### src/rtl/mm_ctrl.sv
// 4x4 byte-matrix multiply sequencer: streams 32 operand bytes into an external register file, then emits 16 dot products.
// Build option: define MM_CTRL_SIGNED_EN for two's-complement operands and a signed 18-bit result (default is unsigned).
module mm_ctrl (
  input  logic        clk,
  input  logic        rst_n,
  input  logic        start,
  input  logic        abort,
  input  logic        in_valid,
  output logic        in_ready,
  input  logic [7:0]  in_data,
  output logic        ireg_write,
  output logic [4:0]  ireg_addr_in,
  output logic [7:0]  ireg_data_in,
  output logic [4:0]  ireg_addr_out_1,
  output logic [4:0]  ireg_addr_out_2,
  output logic [4:0]  ireg_addr_out_3,
  output logic [4:0]  ireg_addr_out_4,
  input  logic [7:0]  ireg_data_out_1,
  input  logic [7:0]  ireg_data_out_2,
  input  logic [7:0]  ireg_data_out_3,
  input  logic [7:0]  ireg_data_out_4,
  output logic        out_valid,
  input  logic        out_ready,
  output logic [17:0] out_data,
  output logic [3:0]  out_idx,
  output logic        busy,
  output logic        done
);

  typedef enum logic [2:0] {S_IDLE, S_LOAD, S_COMPUTE, S_OUT, S_DONE} state_t;

  state_t      state, state_next;
  logic [4:0]  load_cnt;
  logic [3:0]  elem;
  logic        phase;
  logic [17:0] acc;
  logic [17:0] term;
  logic        accept;

  // Sign or zero extension to the accumulator width; the low 18 bits of the
  // product are then identical for both interpretations.
  function automatic logic [17:0] ext(input logic [7:0] d);
`ifdef MM_CTRL_SIGNED_EN
    return {{10{d[7]}}, d};
`else
    return {10'd0, d};
`endif
  endfunction

  assign accept = (state == S_LOAD) && in_valid && !abort;
  assign term   = ext(ireg_data_out_1) * ext(ireg_data_out_3)
                + ext(ireg_data_out_2) * ext(ireg_data_out_4);

  always_ff @(posedge clk or negedge rst_n) begin
    if (!rst_n) state <= S_IDLE;
    else        state <= state_next;
  end

  always_comb begin
    state_next = state;
    if (abort && state != S_IDLE) begin
      state_next = S_IDLE;
    end else begin
      case (state)
        S_IDLE:    if (start) state_next = S_LOAD;
        S_LOAD:    if (accept && load_cnt == 5'd31) state_next = S_COMPUTE;
        S_COMPUTE: if (phase) state_next = S_OUT;
        S_OUT:     if (out_ready) state_next = (elem == 4'd15) ? S_DONE : S_COMPUTE;
        S_DONE:    state_next = S_IDLE;
        default:   state_next = S_IDLE;
      endcase
    end
  end

  always_comb begin
    in_ready        = (state == S_LOAD);
    ireg_write      = accept;
    ireg_addr_in    = load_cnt;
    ireg_data_in    = accept ? in_data : 8'd0;
    out_valid       = (state == S_OUT);
    out_data        = acc;
    out_idx         = elem;
    busy            = (state != S_IDLE);
    done            = (state == S_DONE) && !abort;
    ireg_addr_out_1 = 5'd0;
    ireg_addr_out_2 = 5'd0;
    ireg_addr_out_3 = 5'd0;
    ireg_addr_out_4 = 5'd0;
    if (state == S_COMPUTE) begin
      // A row i, columns 2p and 2p+1; B rows 2p and 2p+1, column j.
      ireg_addr_out_1 = {1'b0, elem[3:2], phase, 1'b0};
      ireg_addr_out_2 = {1'b0, elem[3:2], phase, 1'b1};
      ireg_addr_out_3 = {1'b1, phase, 1'b0, elem[1:0]};
      ireg_addr_out_4 = {1'b1, phase, 1'b1, elem[1:0]};
    end
  end

  always_ff @(posedge clk or negedge rst_n) begin
    if (!rst_n) begin
      load_cnt <= 5'd0;
      elem     <= 4'd0;
      phase    <= 1'b0;
      acc      <= 18'd0;
    end else if (abort && state != S_IDLE) begin
      load_cnt <= 5'd0;
      elem     <= 4'd0;
      phase    <= 1'b0;
      acc      <= 18'd0;
    end else begin
      case (state)
        S_IDLE: begin
          if (start) begin
            load_cnt <= 5'd0;
            elem     <= 4'd0;
            phase    <= 1'b0;
            acc      <= 18'd0;
          end
        end
        S_LOAD: begin
          // Hold at 31 after the last byte; the next start clears it.
          if (accept && load_cnt != 5'd31) load_cnt <= load_cnt + 5'd1;
        end
        S_COMPUTE: begin
          acc   <= (phase ? acc : 18'd0) + term;
          phase <= ~phase;
        end
        S_OUT: begin
          if (out_ready) elem <= elem + 4'd1;
        end
        default: ;
      endcase
    end
  end

endmodule

### config.mk
export PLATFORM = sky130hd
export DESIGN_NAME = mm_ctrl
export DESIGN_NICKNAME = d
export VERILOG_FILES = /design/src/rtl/mm_ctrl.sv
export SDC_FILE = /design/constraint.sdc
export NUM_CORES = 1
export LEC_CHECK = 0
export CELL_PAD_IN_SITES_DETAIL_PLACEMENT = 0
export CELL_PAD_IN_SITES_GLOBAL_PLACEMENT = 1
export CORE_ASPECT_RATIO = 1.2
export CORE_MARGIN = 3
export CORE_UTILIZATION = 38
export DETAILED_ROUTE_END_ITERATION = 6
export PLACE_DENSITY_LB_ADDON = 0.1
export SLEW_MARGIN = 30
export SYNTH_ARGS = -nofsm -noshare
export SYNTH_HDL_FRONTEND = slang
export SYNTH_SLANG_ARGS = --single-unit
export TNS_END_PERCENT = 10
### constraint.sdc
create_clock -name clk -period 4.75 [get_ports clk]
set_clock_uncertainty 0.05 [all_clocks]
set_input_delay 0.95 -clock clk [delete_from_list [all_inputs] [get_ports clk]]
set_output_delay 0.95 -clock clk [all_outputs]
set_load 0.01 [all_outputs]
==> results.ini <==
[route]
via_count=5491
vias_per_cell=4.829
dr.first_iter.drc_count=101
final_antenna_net_count=0
first_pass_iters=4
wl_per_cell_um=15.30
drc=0
wl_um=17400

[grt]
top_usage_layer=met2
met2_usage_pct=36.26
grt_overflow=0
gr-usage-met3_pct=1.905
antenna_found_initial=0
grt.met1_usage_pct=22.89
grt_pass1_vias=6074
grt_pass1_wl_um=29720
grt_start_max_net_pins=32
track_usage_pct=19.19

[clock_network]
insertion_delay_ps=280
cts_tree=done
path_clk_slew_ps=50
cts-hold-fix-buffers=0
clockBufferDepth=2
cts_inserted_buffers=5
cts.sinks=31
h-tree-depth=2
cts-root-buf=clkbuf_16

[setup_path]
critPathRequiredTime_ps=4860
cp.arrival_ps=5920
cp_max_fo=4
cp-end-kind=flop
worstSetupPathType=in -> reg
critPathLaunchType=input pin

[timing]
setup_viol=13
finalCritPeriodShare_pct=122.2
fmax_mhz=172.3
maxSlewHeadroom_pct=62.27
drv_slew=0
holdWs_ps=459.3
tightest_slew_ps=562.5
post-route-min-period_ps=5805
hold_violations=0
setup_ws_ps=-1055
rsz0062_at_grt=yes

[floorplan]
die_h_um=150.9
die_w_um=126.7
pin_count=106
num_rows=52
start_util_pct=39.14
die_area_um2=19120
core_um2=16980

[synthesis]
syn_area_um2=6646
synthArstFlopShare_pct=100.0
ys_seq_area_share_pct=11.67
syn_inst=745
synth.distinct_cells=47
synth_area_per_cell_um2=8.921
ys.flop_type=dfrtp_1
synth_edf_count=0
ys.warnings.count=0
synth_seq_cells=31

[power]
p_switching_w=0.003399
intPower_w=0.003873
vdd_ir_drop_max_v=0.0006312
power.total_w=0.007272
pwr-share-comb_pct=89.2
powerDensity_nw_per_um2=824.6
swShare_pct=46.75
p_clk_share_pct=5.1
power.leakage_nw=4.413
p_seq_share_pct=5.7

[finish]
final_cell_mix=inv_1 (143), fa_1 (101), buf_4 (97)
nets=1152
area_growth_pct=32.68
final_layout_size_suffix_gt1_share_pct=20.85
final_util_pct=51.93
num_antenna_cells=0
final_common_cell=inv_1
final_cell_area_um2=8818
layout.cells.non_filler=1137

[worst_hold_path]
hold_class=reg -> reg

[placed_design]
portBuffers=101
place_congestion=0.8847
dpl_cell_area_um2=8452
dp.cells=1122
dpl.hpwl_um=15340

[status]
status=finished, violations left
violations=negative setup slack

[job]
maxCapViolations=0

==> per-stage QoR <==
| stage | setup WS (ps) | TNS [ps] |
|---|---|---|
| 2_1_floorplan | -1017 | -8199 |
| 3_3_place_gp | -1927 | -21850 |
| 3_5_place_dp | -1947 | -21960 |
| 4_1_cts | -1158 | -9990 |
| 5_1_grt | -1218 | -11500 |
| 6_report | -1055 | -9321 |
==> synthesized netlist by cell type (6+ instances only) <==
master,n,area (um2)
and3_1,17,106.4
dfrtp_1,31,775.7
nand2_1,85,319.1
xnor2_1,8,70.07
a21o_1,6,45.04
ha_1,74,925.9
nand3_1,12,60.06
a21oi_1,12,60.06
clkbuf_1,12,45.04
and2_1,97,606.8
o21ai_0,24,120.1
fa_1,112,2242
nor2_1,21,78.83
inv_1,152,570.6
buf_4,14,105.1
==> repair_timing <==
action / CTS / global route
pin swaps: 36 / 33
resized for setup: 168 / 27
setup buffers: 5 / 2
gates cloned: 0 / 0
endpoints found under the setup margin: 15 / 14
==> state kept, by name, indices dropped and copies added (netlist names) <==
register / count
ireg_addr_in: 5
phase: 1
state: 3
out_data: 18
out_idx: 4
==> path summary, 6_finish.rpt <==
kind | startpoint | endpoint | slack (ps) | cells past startpoint
min reg2reg | out_data[13] | out_data[13] | 460 | 2
max in group asynchronous | rst_n | out_idx[1] | 3330 | 2
max reg2reg | phase | out_data[17] | 140 | 13
max | ireg_data_out_2[4] | out_data[15] | -1050 | 20
min | out_data[13] | out_data[13] | 460 | 2
min in group asynchronous | rst_n | ireg_addr_in[0] | 1030 | 2
==> worst max-delay path, cell delays in order <==
cell	delay (ps)
buf_8	100
buf_6	110
and2_4	150
fa_1	500
fa_2	550
inv_2	40
fa_2	530
inv_2	40
fa_2	420
fa_1	500
inv_1	50
fa_1	480
inv_1	40
ha_2	170
a21o_1	220
a21oi_4	200
a31oi_1	120
and2_1	170
or3_1	300
a32o_2	270
==> final cells by class <==
cell class	count	area, um2
tap	216	270.3
timing repair buffer	195	1615
fill	1622	8163
sequential	31	775.7
clock inverter	3	43.79
inverter	152	570.5
clock buffer	5	125.1
multi-input combinational	535	5418
==> power groups by stage <==
stage | Combinational [W] | Sequential, W | Clock, W
6_report | 0.00649 | 0.000414 | 0.000371
5_1_grt | 0.00720 | 0.000428 | 0.000395
4_1_cts | 0.00629 | 0.000415 | 0.000380
3_5_place_dp | 0.00554 | 0.000419 | 0
3_3_place_gp | 0.00560 | 0.000419 | 0
2_1_floorplan | 0.00339 | 0.000385 | 0
==> metal layers <==
layer,up-vias,part of all wire [%]
met5,-,0
met4,0,2.9
met3,30,3.3
met2,116,53
met1,2695,41
li1,2650,-
==> cells by family (layout without fill, tap and decap cells) <==
logic type / Yosys count / count (layout) / share of synthesized area [%]
AOI/OAI and AO/OA: 76 / 76 / 7.587
xor gates and xnor gates: 13 / 13 / 1.713
adders and majority gates: 186 / 186 / 47.67
buffers and inverters: 182 / 355 / 11.13
DFF: 31 / 31 / 11.67
muxes: 4 / 4 / 0.6024
other: 1 / 4 / 0.05642
and+or+nand+nor: 252 / 252 / 19.58
Power figures use the tool's default switching activity.
